===== config.mk =====
export PLATFORM = sky130hd
export DESIGN_NAME = scaler_h
export DESIGN_NICKNAME = d
export VERILOG_FILES = /design/src/rtl/scaler_pkg.sv /design/src/rtl/scaler_lerp.sv /design/src/rtl/scaler_h.sv
export SDC_FILE = /design/constraint.sdc
export NUM_CORES = 1
export LEC_CHECK = 0
export ABC_AREA = 0
export ABC_CLOCK_PERIOD_IN_PS = 7300
export CORE_UTILIZATION = 57
export DETAILED_ROUTE_END_ITERATION = 10
export GPL_TIMING_DRIVEN = 0
export PLACE_DENSITY = 0.77
export SYNTH_ARGS = -nofsm -noshare
export SYNTH_HDL_FRONTEND = slang
export SYNTH_SLANG_ARGS = --single-unit

===== constraint.sdc =====
create_clock -name clk -period 7.3 [get_ports clk]
set_input_delay 0.73 -clock clk [delete_from_list [all_inputs] [get_ports clk]]
set_output_delay 0.73 -clock clk [all_outputs]
set_load 0.05 [all_outputs]

===== src/rtl/scaler_pkg.sv =====
// Constants and types shared by the horizontal and vertical scalers.
package scaler_pkg;

  // Fraction bits of the 4.12 position/step format.
  localparam int FRAC_BITS = 12;

  // Clocks from an issued pixel to its appearance on the output stream.
  localparam int LAT = 3;

  typedef logic [15:0] step_t;

  typedef enum logic {
    ST_IDLE  = 1'b0,
    ST_ISSUE = 1'b1
  } hstate_t;

endpackage


===== src/rtl/scaler_lerp.sv =====
// Two-tap rounding interpolator: o = (p0*(2^C-c) + p1*c + 2^(C-1)) >> C.
// Three register stages from i_valid to o_valid.
module scaler_lerp
  import scaler_pkg::*;
#(
  parameter int DATA_WIDTH = 8,
  parameter int COE_WIDTH  = 10
) (
  input  logic                  clk,
  input  logic                  rst,
  input  logic                  i_valid,
  input  logic [DATA_WIDTH-1:0] i_p0,
  input  logic [DATA_WIDTH-1:0] i_p1,
  input  logic [COE_WIDTH-1:0]  i_coe,
  output logic                  o_valid,
  output logic [DATA_WIDTH-1:0] o_data
);

  // The weighted sum never exceeds (2^DW-1)*2^C + 2^(C-1), so DW+C bits hold it.
  localparam int SW   = DATA_WIDTH + COE_WIDTH;
  localparam int ONE  = 1 << COE_WIDTH;
  localparam int HALF = 1 << (COE_WIDTH - 1);

  logic                  r_v1, r_v2, r_v3;
  logic [DATA_WIDTH-1:0] r_p0, r_p1;
  logic [COE_WIDTH-1:0]  r_coe;
  logic [DATA_WIDTH-1:0] r_res;
  logic [DATA_WIDTH-1:0] r_do;
  logic [SW-1:0]         w_sum;
  logic [DATA_WIDTH-1:0] w_res;

  assign w_sum = SW'(r_p0) * (SW'(ONE) - SW'(r_coe)) + SW'(r_p1) * SW'(r_coe) + SW'(HALF);
  assign w_res = DATA_WIDTH'(w_sum >> COE_WIDTH);

  // Capture taps, compute the rounded blend, then register the result; data holds when idle.
  always_ff @(posedge clk) begin
    if (rst) begin
      r_v1  <= 1'b0;
      r_v2  <= 1'b0;
      r_v3  <= 1'b0;
      r_p0  <= '0;
      r_p1  <= '0;
      r_coe <= '0;
      r_res <= '0;
      r_do  <= '0;
    end else begin
      r_v1 <= i_valid;
      r_v2 <= r_v1;
      r_v3 <= r_v2;
      if (i_valid) begin
        r_p0  <= i_p0;
        r_p1  <= i_p1;
        r_coe <= i_coe;
      end
      if (r_v1) r_res <= w_res;
      if (r_v2) r_do  <= r_res;
    end
  end

  assign o_valid = r_v3;
  assign o_data  = r_do;

endmodule


===== src/rtl/scaler_h.sv =====
// Horizontal scaler: walks a 4.12 position across each input line and emits
// linearly interpolated pixels from the two most recent input pixels.
//
// state    | meaning
// ---------|---------------------------------------------------------------
// ST_IDLE  | waiting for a pixel pair that covers int(pos)
// ST_ISSUE | emitting outputs from the current pair, one per 1+SPARSE clks
module scaler_h
  import scaler_pkg::*;
#(
  parameter int SPARSE_OUTPUT = 0,
  parameter int COE_WIDTH     = 10,
  parameter int LINE_SIZE_MAX = 1024,
  parameter int LINE_STEP     = 4096,
  parameter int DATA_WIDTH    = 8
) (
  input  logic                  clk,
  input  logic                  rst,
  input  step_t                 scale_step,
  input  logic [15:0]           scale_line_size,
  input  logic [DATA_WIDTH-1:0] di_i,
  input  logic                  de_i,
  input  logic                  hs_i,
  input  logic                  vs_i,
  output logic [DATA_WIDTH-1:0] do_o,
  output logic                  de_o,
  output logic                  hs_o,
  output logic                  vs_o,
  output logic                  err_o
);

  localparam int IW = $clog2(LINE_SIZE_MAX) + 4;
  localparam int PW = IW + FRAC_BITS;
  localparam int NW = $clog2(LINE_SIZE_MAX) + 1;
  localparam int GW = (SPARSE_OUTPUT > 0) ? $clog2(SPARSE_OUTPUT + 1) : 1;

  hstate_t               r_state;
  step_t                 r_step;
  logic [15:0]           r_lsize;
  logic [PW-1:0]         r_pos;
  logic [NW-1:0]         r_n;
  logic [16:0]           r_k;
  logic [GW-1:0]         r_gap;
  logic [DATA_WIDTH-1:0] r_p0, r_p1;
  logic                  r_line_ok;
  logic                  r_err;
  logic [LAT-1:0]        r_hs_d, r_vs_d;

  step_t                 w_step;
  logic [IW-1:0]         w_pos_int, w_n_m2;
  logic [PW-1:0]         w_pos_nx;
  logic [16:0]           w_k_nx;
  logic                  w_pix, w_pair_ok, w_busy, w_issue, w_stay;
  logic [COE_WIDTH-1:0]  w_coe;
  logic                  w_lv;
  logic [DATA_WIDTH-1:0] w_ld;

  assign w_step    = (r_step == '0) ? step_t'(LINE_STEP) : r_step;
  assign w_pos_int = r_pos[PW-1:FRAC_BITS];
  assign w_n_m2    = {{(IW-NW){1'b0}}, r_n} - IW'(2);
  assign w_pos_nx  = r_pos + PW'(w_step);
  assign w_k_nx    = r_k + 17'd1;
  assign w_coe     = r_pos[FRAC_BITS-1 -: COE_WIDTH];

  // After a reset the rest of the current line is ignored until blanking re-syncs us.
  assign w_pix     = de_i && !hs_i && r_line_ok && (r_n < NW'(LINE_SIZE_MAX));
  assign w_pair_ok = (r_n >= NW'(2)) && (w_pos_int == w_n_m2) && (r_k <= {1'b0, r_lsize});
  // A pixel landing while the current pair still owes outputs is an overrun.
  assign w_busy    = (r_state == ST_ISSUE) || w_pair_ok;
  assign w_issue   = (r_state == ST_ISSUE) && (r_gap == '0) && !hs_i && !w_pix;
  assign w_stay    = (w_pos_nx[PW-1:FRAC_BITS] == w_n_m2) && (w_k_nx <= {1'b0, r_lsize});

  // Line control FSM: blanking restart, pixel shift-in, issue pacing and overrun flag.
  always_ff @(posedge clk) begin
    if (rst) begin
      r_state   <= ST_IDLE;
      r_step    <= '0;
      r_lsize   <= '0;
      r_pos     <= '0;
      r_n       <= '0;
      r_k       <= '0;
      r_gap     <= '0;
      r_p0      <= '0;
      r_p1      <= '0;
      r_line_ok <= 1'b0;
      r_err     <= 1'b0;
    end else if (hs_i) begin
      r_step    <= scale_step;
      r_lsize   <= scale_line_size;
      r_pos     <= '0;
      r_n       <= '0;
      r_k       <= '0;
      r_gap     <= '0;
      r_state   <= ST_IDLE;
      r_line_ok <= 1'b1;
    end else if (w_pix) begin
      r_p0    <= r_p1;
      r_p1    <= di_i;
      r_n     <= r_n + NW'(1);
      r_gap   <= '0;
      r_state <= ST_IDLE;
      if (w_busy) r_err <= 1'b1;
    end else begin
      case (r_state)
        ST_IDLE: begin
          if (w_pair_ok) begin
            r_state <= ST_ISSUE;
            r_gap   <= '0;
          end
        end
        ST_ISSUE: begin
          if (r_gap != '0) begin
            r_gap <= r_gap - GW'(1);
          end else begin
            r_pos <= w_pos_nx;
            r_k   <= w_k_nx;
            r_gap <= GW'(SPARSE_OUTPUT);
            if (!w_stay) r_state <= ST_IDLE;
          end
        end
        default: r_state <= ST_IDLE;
      endcase
    end
  end

  // Sync delay matching the interpolator latency; reset fills it with blanking.
  always_ff @(posedge clk) begin
    if (rst) begin
      r_hs_d <= '1;
      r_vs_d <= '1;
    end else begin
      r_hs_d <= {r_hs_d[LAT-2:0], hs_i};
      r_vs_d <= {r_vs_d[LAT-2:0], vs_i};
    end
  end

  scaler_lerp #(
    .DATA_WIDTH (DATA_WIDTH),
    .COE_WIDTH  (COE_WIDTH)
  ) u_lerp (
    .clk     (clk),
    .rst     (rst),
    .i_valid (w_issue),
    .i_p0    (r_p0),
    .i_p1    (r_p1),
    .i_coe   (w_coe),
    .o_valid (w_lv),
    .o_data  (w_ld)
  );

  assign hs_o  = r_hs_d[LAT-1];
  assign vs_o  = r_vs_d[LAT-1];
  assign de_o  = w_lv & ~hs_o;
  assign do_o  = w_ld;
  assign err_o = r_err;

endmodule


Yosys cells after proc, flatten, opt, wreduce, memory -nomap -nowiden:

Cells that the tools add are included.

* register bits after elaboration: 157
* latch bits: 0
* bits in writable memories: 0
* bits in read-only memories: 0
* memories kept: 0

* $add $sub $neg: 8
* multiply operators: 2
* divide/modulo/power cells: 0
* magnitude comparators: 4
* eq/ne operators: 3
* shift operators: 0
* muxes and demuxes: 8
* bitwise gates (word level): 6
* reduce and logical (&&, ||, !) cells: 18

Operators by type and width (number)
* $le 17x16->1: 2
* $eq 14x14->1: 2
* $add 26x16->26: 1
* $add 18x10->18 const B: 1
* $add 18x18->18: 1
* $mul 8x10->18: 1
* $mul 8x18->18: 1
* $add 17x1->17 const B: 1
* $logic_not 16->1: 1
* $mux 16: 1
* $sub 11x10->12 const A: 1
* $sub 11x2->12 const B: 1
* $add 11x1->11 const B: 1
* $ge 11x2->1 const B: 1
* $lt 11x11->1 const B: 1
* $logic_and 1x1->1: 9
* $reduce_and 3->1: 2
* $mux 1: 5
* $not 1->1: 5
* $pmux 1 s2: 2
* $reduce_or 3->1: 1
* $logic_not 1->1: 2
* $ne 2x2->1 const B: 1
* $reduce_and 2->1: 1
* 4 further kinds: 4

Logic depth before layout (Yosys ltp):

* word-level depth: 8
* depth in mapped cells: 29
* depth with buffers taken out: 27

Modules after synthesis:

Synthesis repeated with hierarchy kept, for this count alone.

* cells, all modules: 1633
* area total of the unflattened synthesis: 13977.2 um^2

Modules (own cells, without submodules)
* scaler_lerp: instances 1, cells an instance 808, area each 7340.8 um^2, sequential area each 900.9 um^2
* scaler_h: instances 1, cells an instance 825, area each 6636.4 um^2, sequential area each 2222.1 um^2

Least setup slack after synthesis:

Ideal clock, no wire load.

* path kind: flip-flop to flip-flop
* start point: register u_lerp.r_coe[0]
* end point: register u_lerp.r_res[7]
* arrival: 6786 ps
* data required time: 7214 ps
* path slack: 429 ps
* cell stages (with the launch flop): 27
* buffers on the path: 2
* cells stage by stage: dfxtp_1 > clkbuf_1 > clkbuf_1 > inv_1 > ha_1 > or3b_2 > xor2_1 > nand2_1 > fa_1 > fa_1 > fa_1 > inv_1 > fa_1 > fa_1 > inv_1 > fa_1 > inv_1 > ha_1 > a21o_1 > a211oi_1 > o21bai_1 > a31oi_1 > o21ai_0 > o41a_1 > a21oi_1 > xnor2_1 > a211oi_1

* word-level cells in the longest chain between the ends: 4
* elaborated cells between the ends (all ways): 5
* those cells by class: add/sub: 3; mul: 2

RTL lines
* start: declaration: RTL line scaler_lerp.sv:26 `logic [COE_WIDTH-1:0] r_coe;`
* start signal: assignment: RTL line scaler_lerp.sv:53 `r_coe <= i_coe;`
* $sub 11x10->12: RTL line scaler_lerp.sv:32 `assign w_sum = SW'(r_p0) * (SW'(ONE) - SW'(r_coe)) + SW'(r_p1) * SW'(r_coe) + SW'(HALF);`
* $mul 8x18->18: RTL line scaler_lerp.sv:32
* $add 18x18->18 (*): RTL line scaler_lerp.sv:32
* $add 18x10->18 (*): RTL line scaler_lerp.sv:32
* end signal: assignment: RTL line scaler_lerp.sv:55 `if (r_v1) r_res <= w_res;`
* end: declaration: RTL line scaler_lerp.sv:27 `logic [DATA_WIDTH-1:0] r_res;`

Every way passes the cells marked *; elsewhere a longest branch is shown, timed or not.
A chain may end at the register's enable or synchronous reset.

Final worst setup path:

Ends and elaborated chain as after synthesis.

==> flow_metrics.tcl <==
set metrics [dict create \
    cap_violations 0 \
    synth_enable_flop_cells 0 \
    fin_cells 2032 \
    synth.most_common_cell "nand2_1" \
    syn_nets 1916 \
    ys.flop_type "dfxtp_1" \
    pre_cts_slack_ns -1.034 \
    start_util_pct 58.18 \
    core_area_sq_um 23540 \
    start_kind "flip-flop" \
    synthTopCellsByArea "dfxtp_1 (23%), fa_1 (19%), ha_1 (11%)" \
    outcome "finished, final reports clean" \
    portBuffers 56 \
    rrSetupSlack_ns 0.26 \
    htreeDepth 4 \
    worstSetupPathType "flip-flop to flip-flop" \
    yosys_warnings 0 \
    synth_area_per_cell_sq_um 8.460 \
    syn_inst 1619 \
    hold_path_startpoint "r_vs_d[0]$_SDFF_PP1_" \
    holdPathEnd "r_vs_d[1]$_SDFF_PP1_" \
    dieArea_sq_um 24650 \
    final_layout_size_suffix_gt1_share_pct 4.787 \
    reg2reg_depth 23 \
    startpoint "u_lerp.r_coe[0]$_SDFFE_PP0P_" \
    met3_usage_pct 4.240 \
    placed_cells 1994 \
    wl_per_cell_um 16.67 \
    setup_viol 0 \
    wl_um 33880 \
    cp-end-kind "flip-flop" \
    synth_area_sq_um 13700 \
    power_density_nw_per_um2 123.6 \
    ys_top_cells_by_count "nand2_1 (212), inv_1 (211), dfxtp_1 (156), fa_1 (129), nor2_1 (124)" \
    power.leakage_nw 6.885 \
    fmax_mhz 142.1 \
    cts_root_buf "clkbuf_16" \
    path_clk_slew_ns 0.07 \
    clk_latency_ns 0.43 \
    yosys.area.top_type "dfxtp_1" \
    drc 0 \
    vias_per_cell 5.453 \
    first_pass_iters 5 \
    met1_usage_pct 38.18 \
    vdd_drop_max_v 0.0001344 \
    std_cell_rows 56 \
    track_usage_pct 28.96 \
    grt_pass1_wl_um 55530 \
    crit_required_ns 7.64 \
    boundaryPins 57 \
    r2r_end "u_lerp.r_res[7]$_SDFFE_PP0P_" \
    fill_cells 1979 \
    synthArstFlopShare_pct 0 \
    hold_path_depth 1 \
    hp-class "flip-flop to flip-flop" \
    timing.rr.start "u_lerp.r_coe[0]$_SDFFE_PP0P_" \
    hold_violations 0 \
    die_w_um 157.0 \
    overflow 0 \
    yosysUniqueCellTypes 66 \
    holdWs_ns 0.4080 \
    gr-usage-met2_pct 48.97 \
    synth_top_area_share_pct 22.80 \
    tritoncts "yes" \
    gp_congestion 0.9421 \
    finalMaxSlewViolations 0 \
    period_needed_ns 7.039 \
    nets 1997 \
    postLayoutSetupSlackWorst_ns 0.2606 \
    grt.busiest_layer "met2" \
    antenna_found_initial 0 \
    cts.sinks 156 \
    ant_nets 0 \
    grt_pass1_vias 11290 \
    fin_skew_ns 0.009759 \
    area_growth_pct 13.04 \
    arrival_ns 7.38 \
    finalCritPeriodShare_pct 96.43 \
    ys_ff_latch 156 \
    critPathMaxFanout 10 \
    dp_hpwl_um 26500 \
    worstMarginPinSlew_ns 1.077 \
    cts_buffer_depth 2 \
    synth_seq_area_share_pct 22.80 \
    die-height_um 157.0 \
    diodes 0 \
    num_vias 11080 \
    drtIter0Drc 615 \
    cts_made_buffers 17 \
    slew_headroom_pct 27.70 \
    grt_start_max_net_pins 17 \
]
[routing by layer]
layer	part of all wire (%)	wire length (um)	vias to the layer above
met5	0	0	-
met4	2.1	725	0
met3	5.3	1811	54
met2	48	16150	294
met1	45	15200	5405
li1	-	-	5328
[registers in the layout (all words and copies together) (netlist names), 8 cells and up]
signal and cells:
r_k 17, r_lsize 16, r_n 11, r_p0 8
r_p1 8, r_pos 26, r_step 16, u_lerp.o_data 8
u_lerp.r_coe 10, u_lerp.r_p0 8, u_lerp.r_p1 8, u_lerp.r_res 8
[stage by stage]
step / utilization, % / total power, mW / area (sq um) / TNS, ns
final: 65.76 / 1.914 / 15480 / 0
after global placement: 62.26 / 1.025 / 14660 / -4.081
after floorplan: - / 0.9698 / 13700 / 0
after CTS: 65.24 / 1.916 / 15360 / 0
after detailed placement: 62.26 / 1.027 / 14660 / -4.851
after global routing: 65.76 / 1.971 / 15480 / -0.0003126
[cells by family (layout without fill, tap and decap cells)]
group	Yosys count	count (layout)	synth area share, %
xor+xnor	101	101	6.559
mux	49	49	3.590
simple gates	582	582	20.59
compound gates	177	177	8.039
buf+inv	302	396	8.331
flops	156	156	22.80
fa+ha+maj	252	252	30.09
[worst max-delay path, stage by stage, from the launching register on]
cell,delay (ns)
dfxtp_4,0.39
clkbuf_8,0.18
inv_1,0.10
ha_4,0.18
or3b_4,0.44
nor3_1,0.81
nand2_1,0.16
fa_1,0.47
fa_1,0.41
fa_1,0.51
inv_1,0.06
fa_1,0.46
fa_1,0.54
inv_1,0.05
fa_1,0.53
inv_1,0.04
ha_1,0.33
and3_1,0.18
a21oi_1,0.15
o21ai_2,0.10
o41a_1,0.36
a21oi_2,0.16
xnor2_1,0.10
a211oi_1,0.22
[worst max path at each step]
| stage | to | cells after the start |
|---|---|---|
| after floorplan | u_lerp.r_res[7]$_SDFFE_PP0P_ | 26 |
| after global placement | u_lerp.r_res[7]$_SDFFE_PP0P_ | 26 |
| after detailed placement | u_lerp.r_res[7]$_SDFFE_PP0P_ | 28 |
| after CTS | u_lerp.r_res[7]$_SDFFE_PP0P_ | 24 |
| after global routing | u_lerp.r_res[5]$_SDFFE_PP0P_ | 25 |
| final | u_lerp.r_res[7]$_SDFFE_PP0P_ | 23 |
[layout by cell type, fill, tap and decap left out, types with 3 or more instances in the layout]
master and n:
nor4_1 9, clkbuf_1 78, or3_1 10, o21a_1 9, a21o_1 12, inv_6 4, inv_1 211, xnor2_1 55
or2_2 9, a21oi_1 88, clkdlybuf4s50_1 56, nand3b_1 3, ha_1 122, clkbuf_16 17, and3_1 15, nand2_1 211
nor2_1 124, buf_4 8, a2111oi_0 3, nand4b_1 5, xor2_1 40, nand3_1 17, nor3_2 3, dfxtp_1 155
nor3_1 22, fa_1 129, o21ai_0 18, o31a_1 3, mux2i_1 48, a211oi_1 9, and2_1 107, nand2b_1 6
nor2b_1 9, or4_1 3, buf_1 9, nand4_1 13
[report_power, final]
| part | switching (mW) | total [mW] | leakage [nW] | internal [mW] |
|---|---|---|---|---|
| sequential | 0.0110 | 0.875 | 1.27 | 0.864 |
| combinational | 0.0741 | 0.136 | 5.34 | 0.0616 |
| clock | 0.390 | 0.903 | 0.283 | 0.513 |
| total | 0.475 | 1.91 | 6.88 | 1.44 |
[final cells by class]
cell class                 count  area [sq um]  area share [%]
multi-input combinational   1161          9602           62.02
tap                          319         399.1           2.578
timing repair buffer          63         613.1           3.960
inverter                     211         792.0           5.116
sequential                   156          3127           20.20
clock inverter                13         155.1           1.002
clock buffer                  19         432.9           2.796
buffer                        90         361.6           2.336
[timing repair]
action / CTS / global route
pin swaps: 1 / 7
setup buffers: 2 / 5
cloned: 0 / 0
gates resized for setup: 20 / 20
setup endpoints to repair: 8 / 3
hold buffers: 0 / 0
Power figures use the tool's default switching activity.
